### config.mk
export PLATFORM = sky130hd
export DESIGN_NAME = pv_sampler_flat
export DESIGN_NICKNAME = d
export VERILOG_FILES = /design/src/rtl/pv_sampler_if.sv /design/src/rtl/pv_sampler.sv /design/src/flat_wrapper.sv
export SDC_FILE = /design/constraint.sdc
export NUM_CORES = 1
export LEC_CHECK = 0
export ABC_AREA = 1
export BUFFER_PORTS_ARGS = -buffer_cell sky130_fd_sc_hd__buf_2
export CAP_MARGIN = 20
export CORE_UTILIZATION = 45
export DETAILED_ROUTE_END_ITERATION = 8
export GPL_ROUTABILITY_DRIVEN = 0
export PLACE_DENSITY = 0.67
export SYNTH_ARGS = -nofsm -noshare
export SYNTH_HDL_FRONTEND = slang
export SYNTH_SLANG_ARGS = --single-unit
### constraint.sdc
create_clock -name clk -period 1.6 [get_ports clk]
set_clock_uncertainty 0.2 [all_clocks]
set_input_delay 0.32 -clock clk [delete_from_list [all_inputs] [get_ports clk]]
set_output_delay 0.32 -clock clk [all_outputs]
set_load 0.02 [all_outputs]
### src/rtl/pv_sampler_if.sv
// ADC serial bus between pv_sampler (master) and an SPI-style ADC (slave).
interface pv_sampler_if;
    logic adc_cs_n;
    logic adc_sclk;
    logic adc_miso;

    modport master (
        output adc_cs_n,
        output adc_sclk,
        input  adc_miso
    );

    modport slave (
        input  adc_cs_n,
        input  adc_sclk,
        output adc_miso
    );
endinterface

### src/rtl/pv_sampler.sv
// Periodic SPI-style ADC reader feeding the pid process value with a one-cycle strobe.
// Optional build macro PV_SAMPLER_AVG_EN turns pv into a 4-sample moving average.
module pv_sampler #(
    parameter int unsigned BITS   = 8,
    parameter int unsigned DIV    = 4,
    parameter int unsigned PERIOD = 1000
) (
    input  logic             clk,
    input  logic             reset_n,
    input  logic             en,
    pv_sampler_if.master     adc,
    output logic [BITS-1:0]  pv,
    output logic             pv_stb,
    output logic             busy,
    output logic             overrun
);

    localparam int unsigned TW = (PERIOD > 1) ? $clog2(PERIOD) : 1;
    localparam int unsigned DW = (DIV > 1) ? $clog2(DIV) : 1;
    localparam int unsigned BW = (BITS > 1) ? $clog2(BITS) : 1;

    localparam logic [TW-1:0] TIMER_LAST = TW'(PERIOD - 1);
    localparam logic [DW-1:0] DIV_LAST   = DW'(DIV - 1);
    localparam logic [BW-1:0] BIT_LAST   = BW'(BITS - 1);

    localparam logic [1:0] S_IDLE  = 2'd0;
    localparam logic [1:0] S_SETUP = 2'd1;
    localparam logic [1:0] S_SHIFT = 2'd2;
    localparam logic [1:0] S_DONE  = 2'd3;

    logic [1:0]      state_q, state_d;
    logic [TW-1:0]   timer_q, timer_d;
    logic [DW-1:0]   div_q, div_d;
    logic [BW-1:0]   bit_q, bit_d;
    logic            sclk_q, sclk_d;
    logic            cs_n_q, cs_n_d;
    logic [BITS-1:0] shreg_q, shreg_d;
    logic [BITS-1:0] shift_in;
    logic [BITS-1:0] pv_q, pv_new;
    logic            overrun_q, overrun_d;
    logic            tick;
    logic            load;

    assign tick     = en && (timer_q == TIMER_LAST);
    assign shift_in = BITS'({shreg_q, adc.adc_miso});

    always_comb begin
        timer_d = timer_q;
        if (!en || timer_q == TIMER_LAST) begin
            timer_d = '0;
        end else begin
            timer_d = timer_q + TW'(1);
        end
    end

    always_comb begin
        state_d = state_q;
        div_d   = div_q;
        bit_d   = bit_q;
        sclk_d  = sclk_q;
        cs_n_d  = cs_n_q;
        shreg_d = shreg_q;
        load    = 1'b0;
        case (state_q)
            S_IDLE: begin
                if (tick) begin
                    state_d = S_SETUP;
                    cs_n_d  = 1'b0;
                    div_d   = '0;
                end
            end
            S_SETUP: begin
                if (div_q == DIV_LAST) begin
                    state_d = S_SHIFT;
                    div_d   = '0;
                    bit_d   = '0;
                    sclk_d  = 1'b1;
                    shreg_d = shift_in;
                end else begin
                    div_d = div_q + DW'(1);
                end
            end
            S_SHIFT: begin
                if (div_q != DIV_LAST) begin
                    div_d = div_q + DW'(1);
                end else begin
                    div_d = '0;
                    if (sclk_q) begin
                        sclk_d = 1'b0;
                        // Final falling edge ends the frame and publishes the sample.
                        if (bit_q == BIT_LAST) begin
                            state_d = S_DONE;
                            cs_n_d  = 1'b1;
                            load    = 1'b1;
                        end else begin
                            bit_d = bit_q + BW'(1);
                        end
                    end else begin
                        sclk_d  = 1'b1;
                        shreg_d = shift_in;
                    end
                end
            end
            S_DONE: begin
                state_d = S_IDLE;
            end
            default: begin
                state_d = S_IDLE;
                cs_n_d  = 1'b1;
                sclk_d  = 1'b0;
            end
        endcase
    end

    always_comb begin
        overrun_d = overrun_q;
        if (!en) begin
            overrun_d = 1'b0;
        end else if (tick && busy) begin
            overrun_d = 1'b1;
        end
    end

    always_ff @(posedge clk or negedge reset_n) begin
        if (!reset_n) begin
            state_q   <= S_IDLE;
            timer_q   <= '0;
            div_q     <= '0;
            bit_q     <= '0;
            sclk_q    <= 1'b0;
            cs_n_q    <= 1'b1;
            shreg_q   <= '0;
            overrun_q <= 1'b0;
        end else begin
            state_q   <= state_d;
            timer_q   <= timer_d;
            div_q     <= div_d;
            bit_q     <= bit_d;
            sclk_q    <= sclk_d;
            cs_n_q    <= cs_n_d;
            shreg_q   <= shreg_d;
            overrun_q <= overrun_d;
        end
    end

`ifdef PV_SAMPLER_AVG_EN
    logic [BITS-1:0] hist0_q, hist1_q, hist2_q;
    logic            primed_q;
    logic [BITS+1:0] avg_sum;

    assign avg_sum = {2'b00, shreg_q} + {2'b00, hist0_q} + {2'b00, hist1_q} + {2'b00, hist2_q};
    // Before the first sample the history is meaningless, so pass the raw value through.
    assign pv_new  = primed_q ? BITS'(avg_sum >> 2) : shreg_q;

    always_ff @(posedge clk or negedge reset_n) begin
        if (!reset_n) begin
            hist0_q  <= '0;
            hist1_q  <= '0;
            hist2_q  <= '0;
            primed_q <= 1'b0;
        end else if (load) begin
            primed_q <= 1'b1;
            hist0_q  <= shreg_q;
            hist1_q  <= primed_q ? hist0_q : shreg_q;
            hist2_q  <= primed_q ? hist1_q : shreg_q;
        end
    end
`else
    assign pv_new = shreg_q;
`endif

    always_ff @(posedge clk or negedge reset_n) begin
        if (!reset_n) begin
            pv_q <= '0;
        end else if (load) begin
            pv_q <= pv_new;
        end
    end

    assign adc.adc_cs_n = cs_n_q;
    assign adc.adc_sclk = sclk_q;
    assign pv           = pv_q;
    assign pv_stb       = (state_q == S_DONE);
    assign busy         = (state_q != S_IDLE);
    assign overrun      = overrun_q;

endmodule

### src/flat_wrapper.sv
// flat-port wrapper written by rule: the top's interface ports become plain ports
module pv_sampler_flat 
#(
    parameter int unsigned BITS   = 8,
    parameter int unsigned DIV    = 4,
    parameter int unsigned PERIOD = 1000
)
  (clk, reset_n, en, pv, pv_stb, busy, overrun, adc_adc_cs_n, adc_adc_sclk, adc_adc_miso);
  pv_sampler_if adc_i ();
  input  logic clk;
  input  logic reset_n;
  input  logic en;
  output logic [BITS-1:0] pv;
  output logic pv_stb;
  output logic busy;
  output logic overrun;
  output wire logic [$bits(adc_i.adc_cs_n)-1:0] adc_adc_cs_n;
  output wire logic [$bits(adc_i.adc_sclk)-1:0] adc_adc_sclk;
  input wire logic [$bits(adc_i.adc_miso)-1:0] adc_adc_miso;
  assign adc_adc_cs_n = adc_i.adc_cs_n;
  assign adc_adc_sclk = adc_i.adc_sclk;
  assign adc_i.adc_miso = adc_adc_miso;
  pv_sampler #(.BITS(BITS), .DIV(DIV), .PERIOD(PERIOD)) u_core (.clk(clk), .reset_n(reset_n), .en(en), .adc(adc_i), .pv(pv), .pv_stb(pv_stb), .busy(busy), .overrun(overrun));
endmodule
==> results.md, run 1 <==
* Sequential fraction of the synthesis area at 51.5%
* CP startpoint kind: flip-flop
* Max-cap viol count at 0
* Multi-input gate area at 928 sq um
* Worst-Margin Slew at 0.240 ns
* YS warnings at 0
* Total grt overflow at 0
* Clock Latency Late Sink at 0.29 ns
* Static leakage at 1.12 nW
* Crit path DAT at 1.68 ns
* Drt pass-1 iters at 4
* Depth of the CTS H-tree at 2
* Post-Syn Area at 1750 sq um
* Final setup viols at 21
* Sequence of cells on the critical path: buf_6, ha_4, nor2_4, nor2_2, nor2_4, buf_12, nand2_8, nor2_4, a21oi_2
* Met3 global-route usage at 6.07%
* Initial Util at 47.5%
* # IOs at 17
* Drt wl/cell at 13.2 um
* Critical path data required time at 1.58 ns
* Final worst slack at -0.103 ns
* WL final at 3750 um
* Synth top area cells: dfrtp_1, nand2_1, ha_1
* Number of buffers added on ports at 16
* First-pass GRT wire length at 6560 um
* Status: finished with violations
* Seq cells post-synth at 36
* Residual DRC at 0
* GR Util met2 at 34.2%
* Final hold vios at 0
* Worst min-delay path category: input pin to flip-flop
* Crit Path Category: flip-flop to flip-flop
* Row Count at 22
* Post-DP HPWL at 2270 um
* Antenna Cells at 0
* Initial antenna violation count at 0
* Storage element area at 902 sq um
* Worst hold slack at 0.0857 ns
* Largest area contributor in the netlist: dfrtp_1
* Avg Synthesized Cell Area at 9.42 sq um
* Final ANT Viol Nets at 0
* Net count, final at 248
* Kind of cell adding the most delay to the critical path: simple AND/OR/NAND/NOR gates
* Die footprint at 4150 sq um
* Worst IR drop on VDD at 0.803 mV
* Top Usage Layer GRT: met2
* P&R area growth vs syn at 41.0%
* Fill cell count at 286
* Violated checks: negative setup slack
* Vias in the first global route at 1441
* Synth top area share at 50.0%
* Overall Global Routing Usage at 21.1%
* Chip width at 64.4 um
* Chip Height at 64.4 um
* Setup TNS at -1.23 ns
* Pre-CTS WS at -0.0700 ns
* Tmin final at 1.70 ns
* Clk pin slew, worst setup/hold paths at 0.08 ns
* Layout cells sized above 1 at 43.2%
* Worst path most repeated cell: nor2_4
* Post-synth cell types at 24
* Vias per inst at 4.90
* CP max stage delay at 0.42 ns
* Final instance area at 2470 sq um
* CTS buffer count at 5
* Post-DP Area at 2040 sq um
* Synthesized Nets at 199
* CTS max path bufs at 2
* CTS Root Buffer Type: clkbuf_8
* Vias at 1391
* Grt met1 use at 27.4%
* CP max FO at 5
* Period utilization at 106%
* Slew margin rel. at 84.0%
* Max Fclk at 587 MHz
* Max-slew violation count at 0
* Largest net degree at the start of global routing at 37
* Core area at 3690 sq um
* Buf/Inv on CP at 2
* Tot Pwr at 2.10 mW
* RSZ-0062 raised after global routing: yes
* CTS Sinks at 36
* Drt initial violations at 53
* Pwr/cell area at 848 nW/um^2
* CTS tree: yes
* CP max-delay cell: dfrtp_1
* Post-Syn Instances at 186
* Endpoint type of the worst setup path: flip-flop
registers in the layout, summed over array words and instances, names as in the netlist:
| signal | cells |
|---|---|
| u_core.adc.adc_cs_n | 1 |
| u_core.bit_q | 3 |
| u_core.pv_new | 8 |
| u_core.state_q | 2 |
| u_core.pv | 8 |
| u_core.overrun | 1 |
| u_core.div_q | 2 |
| u_core.timer_q | 10 |
| u_core.adc.adc_sclk | 1 |
cell type report:
cell class / instances / area share [%]
clock buffer: 5 / 2.79
clock inverter: 3 / 3.65
inverter: 20 / 3.04
multi-input combinational: 129 / 37.6
sequential: 36 / 36.5
tap: 48 / 2.43
timing repair buffer: 43 / 14.0
logic make-up after synthesis:
family / Yosys count / synth area share, %
AOI/OAI and AO/OA: 26 / 9.36
xor gates and xnor gates: 2 / 1.00
adders and majority gates: 9 / 6.43
buffers and inverters: 23 / 6.36
DFF: 36 / 51.5
muxes: 2 / 1.29
and+or+nand+nor: 88 / 24.1
power by group:
part | switching (mW) | internal [mW] | leakage (nW) | total [mW]
logic | 0.0356 | 0.0214 | 0.550 | 0.0570
registers | 0.00480 | 0.917 | 0.495 | 0.921
clock network | 0.337 | 0.780 | 0.0784 | 1.12
path summary, 6_finish.rpt:
kind	start	to	slack (ns)	depth (start not counted)
max in group asynchronous	reset_n	u_core.adc.adc_cs_n$_DFFE_PN1P_	0.64	3
min in group asynchronous	reset_n	u_core.timer_q[3]$_DFF_PN0_	0.31	3
max reg2reg	u_core.state_q[1]$_DFFE_PN0P_	u_core.pv_new[6]$_DFFE_PN0P_	-0.10	9
max	u_core.state_q[1]$_DFFE_PN0P_	u_core.pv_new[6]$_DFFE_PN0P_	-0.10	9
min	adc_adc_miso	u_core.pv_new[0]$_DFFE_PN0P_	0.09	3
min reg2reg	u_core.adc.adc_cs_n$_DFFE_PN1P_	u_core.adc.adc_cs_n$_DFFE_PN1P_	0.27	2
placed cells by master, fill, tap and decap left out, drive strengths merged, types with 2 or more instances in the layout:
master	count
a21oi	12
buf	42
bufinv	3
clkbuf	5
dfrtp	35
ha	9
inv	20
mux2	2
nand2	41
nand3	9
nand4	5
nor2	28
nor3	3
nor3b	3
o21ai	14
xor2	2
stage by stage:
step                std cells  utilization [%]
CTS                       282             64.8
global route              284             67.0
global placement          267             55.2
floorplan                 186                -
finish                    284             67.0
detailed placement        267             55.2
cells in the mapped netlist (all sizes together):
cell / count
a21oi: 12
buf: 2
clkbuf: 1
dfrtp: 35
dfstp: 1
ha: 9
inv: 20
mux2: 2
nand2: 39
nand3: 9
nand4: 5
nor2: 28
nor3: 3
nor3b: 3
o21ai: 14
or2: 1
xor2: 2
per-layer routing:
layer,wire (um),share of wire [%],vias up
li1,-,-,705
met1,1720,46,666
met2,1890,50,14
met3,101,2.7,6
met4,40,1.1,0
met5,0,0,-
repair_timing:
action / 4_1_cts / 5_1_grt
endpoints found under the setup margin: 25 / 32
gates cloned: 2 / 0
gates resized for setup: 27 / 19
hold buffers: 1 / 0
setup buffers: 4 / 3
pin swaps: 2 / 4
endpoints found under the hold margin: 35 / 0
worst reg2reg max path, stage by stage, from the launching register on:
cell	delay, ns
dfrtp_1	0.42
buf_6	0.14
ha_4	0.17
nor2_4	0.10
nor2_2	0.07
nor2_4	0.14
buf_12	0.16
nand2_8	0.08
nor2_4	0.09
a21oi_2	0.04
Note: power is estimated with default switching activity, not from simulation.
==> run 2: changes to the inputs <==
--- a/config.mk
+++ b/config.mk
@@ -5,13 +5,12 @@
 export SDC_FILE = /design/constraint.sdc
 export NUM_CORES = 1
 export LEC_CHECK = 0
-export ABC_AREA = 1
 export BUFFER_PORTS_ARGS = -buffer_cell sky130_fd_sc_hd__buf_2
 export CAP_MARGIN = 20
 export CORE_UTILIZATION = 45
 export DETAILED_ROUTE_END_ITERATION = 8
 export GPL_ROUTABILITY_DRIVEN = 0
-export PLACE_DENSITY = 0.67
+export PLACE_DENSITY = 0.66
 export SYNTH_ARGS = -nofsm -noshare
 export SYNTH_HDL_FRONTEND = slang
 export SYNTH_SLANG_ARGS = --single-unit
==> run 2 against run 1 <==
  * Register-to-register slack got worse by 0.16 ns
  * Sequential cell count did not move
  * Design area rose by 3.0%
  * Critical path depth fell by 4
  * Clock power fell by 30%
  * Power fell by 14%
  * The run still ends with negative setup slack left
  * Fmax fell by 8.5%
  * Area after synthesis fell by 3.2%
  * Global-route usage fell by 0.40 points
  * Final cell count fell by 11%
  * Largest power group is now registers
  * Count of clock-buffer cells in the layout did not move
  * First-iteration DRC count rose by 23%
==> results.md, run 2 <==
* Sequential fraction of the synthesis area at 53.2% (+1.7 points)
* Static leakage at 1.25 nW (+12%)
* Number of buffers added on ports at 16 (unchanged)
* CP max FO at 3 (-2)
* Layout cells sized above 1 at 55.3% (+12 points)
* Kind of cell adding the most delay to the critical path: flip-flops
* Die footprint at 4020 sq um (-3.1%)
* Setup TNS at -4.84 ns (-3.61 ns)
* CTS Root Buffer Type: clkbuf_8
* Most frequent cells in the layout: dfrtp_1, buf_4, buf_2
* Synth top area cells: dfrtp_1, mux2_2, ha_1
* Crit Path Category: flip-flop to flip-flop
* Final Util at 73.3% (+6.4 points)
* Pwr/cell area at 711 nW/um^2 (-16%)
* CP max stage delay at 0.36 ns (-0.06 ns)
* Fill cell count at 224 (-22%)
* Worst min-delay path category: input pin to flip-flop
* CTS tree: yes
* Initial Util at 48.9% (+1.4 points)
* Overall Global Routing Usage at 20.7% (-0.40 points)
* Final setup viols at 35 (+67%)
* Core area at 3470 sq um (-6.0%)
* Top_reg_cell synth: dfrtp_1
* Post-synth EDFFs at 0 (unchanged)
* Most flops, register: u_core.timer_q
* Tot Pwr at 1.81 mW (-14%)
* Period utilization at 116% (+9.9 points)
* Metal-1 WL at 1700 um (-0.87%)
* Sequential Power Share at 51.8% (+7.8 points)
* Psw at 377 uW (about the same)
* Avg Synthesized Cell Area at 12.0 sq um (+28%)
* CP max-delay cell: dfrtp_1
* Largest net degree at the start of global routing at 37 (unchanged)
* Clk pin slew, worst setup/hold paths at 0.07 ns (about the same)
* Clock Latency Late Sink at 0.29 ns (about the same)
* WL final at 3840 um (+2.4%)
* Switching share of power at 20.9% (+2.9 points)
* Post-synth cell types at 34 (+42%)
* Met2 Wirelength at 1980 um (+4.6%)
* Antenna Cells at 0 (unchanged)
* Final worst slack at -0.262 ns (-0.159 ns)
* P&R area growth vs syn at 50.0%
* Drt initial violations at 65 (+23%)
* Largest area contributor in the netlist: dfrtp_1
* Max Used Layer: met4
* Storage element area at 903 sq um (+0.14%)
* CP startpoint kind: flip-flop
* Synthesized Nets at 154 (-23%)
* Drt wl/cell at 15.2 um (+15%)
* # IOs at 17 (unchanged)
* Slew margin rel. at 77.6% (-6.4 points)
* R2R setup slack at -0.26 ns (-0.16 ns)
* Pint at 1.43 mW (-17%)
* YS warnings at 0 (unchanged)
* Multi-input gate area at 953 sq um (+2.7%)
* Vias per inst at 5.06 (+3.3%)
* Pre-CTS WS at -0.310 ns (-0.240 ns)
* Seq cells post-synth at 36 (unchanged)
* Count leader, synth: dfrtp_1
* Synth top area share at 51.7% (+1.7 points)
* Post-synth top cells: dfrtp_1, mux2_2, nor2_1, nand2_1, ha_1
* Tmin final at 1.86 ns (+0.159 ns)
* Final ANT Viol Nets at 0 (unchanged)
* CTS max path bufs at 2 (unchanged)
* Max Fclk at 537 MHz (-8.5%)
* Total grt overflow at 0 (unchanged)
* Critical path data required time at 1.57 ns (about the same)
* Final hold vios at 0 (unchanged)
* Buf/Inv on CP at 0 (-2)
* Chip Height at 63.4 um (-1.6%)
* Vias at 1275 (-8.3%)
* Met3 wire len at 90 um (-11%)
* Depth of the CTS H-tree at 2 (unchanged)
* Max-slew violation count at 0 (unchanged)
* Commonest non-fill, non-tap cell in the layout: dfrtp_1
* Largest register FFs at 10 (unchanged)
* RSZ-0062 raised after global routing: yes
* Endpoint type of the worst setup path: flip-flop
* Max-cap viol count at 0 (unchanged)
* Net count, final at 218 (-12%)
* CTS Sinks at 36 (unchanged)
* Vias in the first global route at 1328 (-7.8%)
* Sequence of cells on the critical path: ha_2, nand4_1, o41ai_4, nand3_2, mux2_4
* Chip width at 63.4 um (-1.6%)
* Row Count at 21 (-4.5%)
* Violated checks: negative setup slack
* Clock network power share at 43.4% (-9.9 points)
* Crit path DAT at 1.83 ns (+0.15 ns)
* CTS buffer count at 5 (unchanged)
* Post-Syn Instances at 141 (-24%)
* Status: finished with violations
* Worst-Margin Slew at 0.333 ns (+0.0934 ns)
* Worst IR drop on VDD at 0.738 mV (-8.1%)
* Initial antenna violation count at 0 (unchanged)
* Residual DRC at 0 (unchanged)
* Post-DP HPWL at 2310 um (+1.6%)
* Post-Syn Area at 1700 sq um (-3.2%)
* Comb pwr share at 4.8% (+2.1 points)
* Drt pass-1 iters at 4 (unchanged)
* First-pass GRT wire length at 6290 um (-4.2%)
* Worst hold slack at 0.0696 ns (-0.0161 ns)
* Fraction of registers with async set/reset at 100% (unchanged)
[run 2: cell families after synthesis]
group / after synthesis / share of synthesized area, %
AND/OR/NAND/NOR: 45 / 13.7
AO/OA/AOI/OAI: 11 / 5.76
XOR/XNOR: 8 / 4.13
flip-flops: 36 / 53.2
multiplexers: 21 / 13.9
buffers and inverters: 11 / 2.58
adder cells (fa/ha/maj): 9 / 6.64
[run 2: metal layers]
layer | GRT usage [%] | up-vias
li1 | - | 614
met1 | 25.2 | 634
met2 | 34.7 | 19
met3 | 4.71 | 8
met4 | 8.81 | 0
met5 | 0 | -
[run 2: cell type report]
class	instances	share of cell area, %
Sequential cell	36	35.5
Clock buffer	5	2.71
Clock inverter	3	1.67
Timing Repair Buffer	60	19.2
Multi-Input combinational cell	95	37.5
Inverter	7	1.13
Tap cell	46	2.26
[run 2: final timing paths]
| kind | from | to | cells past startpoint |
|---|---|---|---|
| setup / recovery | u_core.timer_q[0]$_DFF_PN0_ | u_core.state_q[1]$_DFFE_PN0P_ | 5 |
| max in group asynchronous | reset_n | u_core.adc.adc_cs_n$_DFFE_PN1P_ | 3 |
| min in group asynchronous | reset_n | u_core.timer_q[6]$_DFF_PN0_ | 3 |
| hold reg to reg | u_core.div_q[1]$_DFFE_PN0P_ | u_core.div_q[1]$_DFFE_PN0P_ | 1 |
| setup reg to reg | u_core.timer_q[0]$_DFF_PN0_ | u_core.state_q[1]$_DFFE_PN0P_ | 5 |
| hold / removal | adc_adc_miso | u_core.pv_new[0]$_DFFE_PN0P_ | 2 |
[run 2: worst reg2reg max path, stage by stage (launching register included)]
cell and delay (ns):
dfrtp_1 0.36, ha_2 0.18, nand4_1 0.19, o41ai_4 0.34, nand3_2 0.15, mux2_4 0.33
[run 2: repair_timing]
item | 4_1_cts | 5_1_grt
hold buffers | 1 | 0
endpoints found under the hold margin | 35 | 0
setup endpoints to repair | 36 | 35
pin swaps | 8 | 5
setup buffers | 10 | 4
resized for setup | 33 | 18
cloned | 2 | 0
[run 2: metrics by stage]
| stage | cell area (sq um) | cells |
|---|---|---|
| detailed placement | 2090 | 228 |
| floorplan | 1740 | 141 |
| global placement | 2090 | 228 |
| global route | 2540 | 252 |
| finish | 2540 | 252 |
| CTS | 2470 | 249 |
[run 2: power by group through the flow]
stage	Sequential [mW]	Combinational (mW)	Clock [mW]
CTS	0.935	0.0830	0.807
global route	0.937	0.0967	0.842
global placement	0.952	0.0667	0
finish	0.936	0.0872	0.785
detailed placement	0.953	0.0701	0
floorplan	0.950	0.0244	0
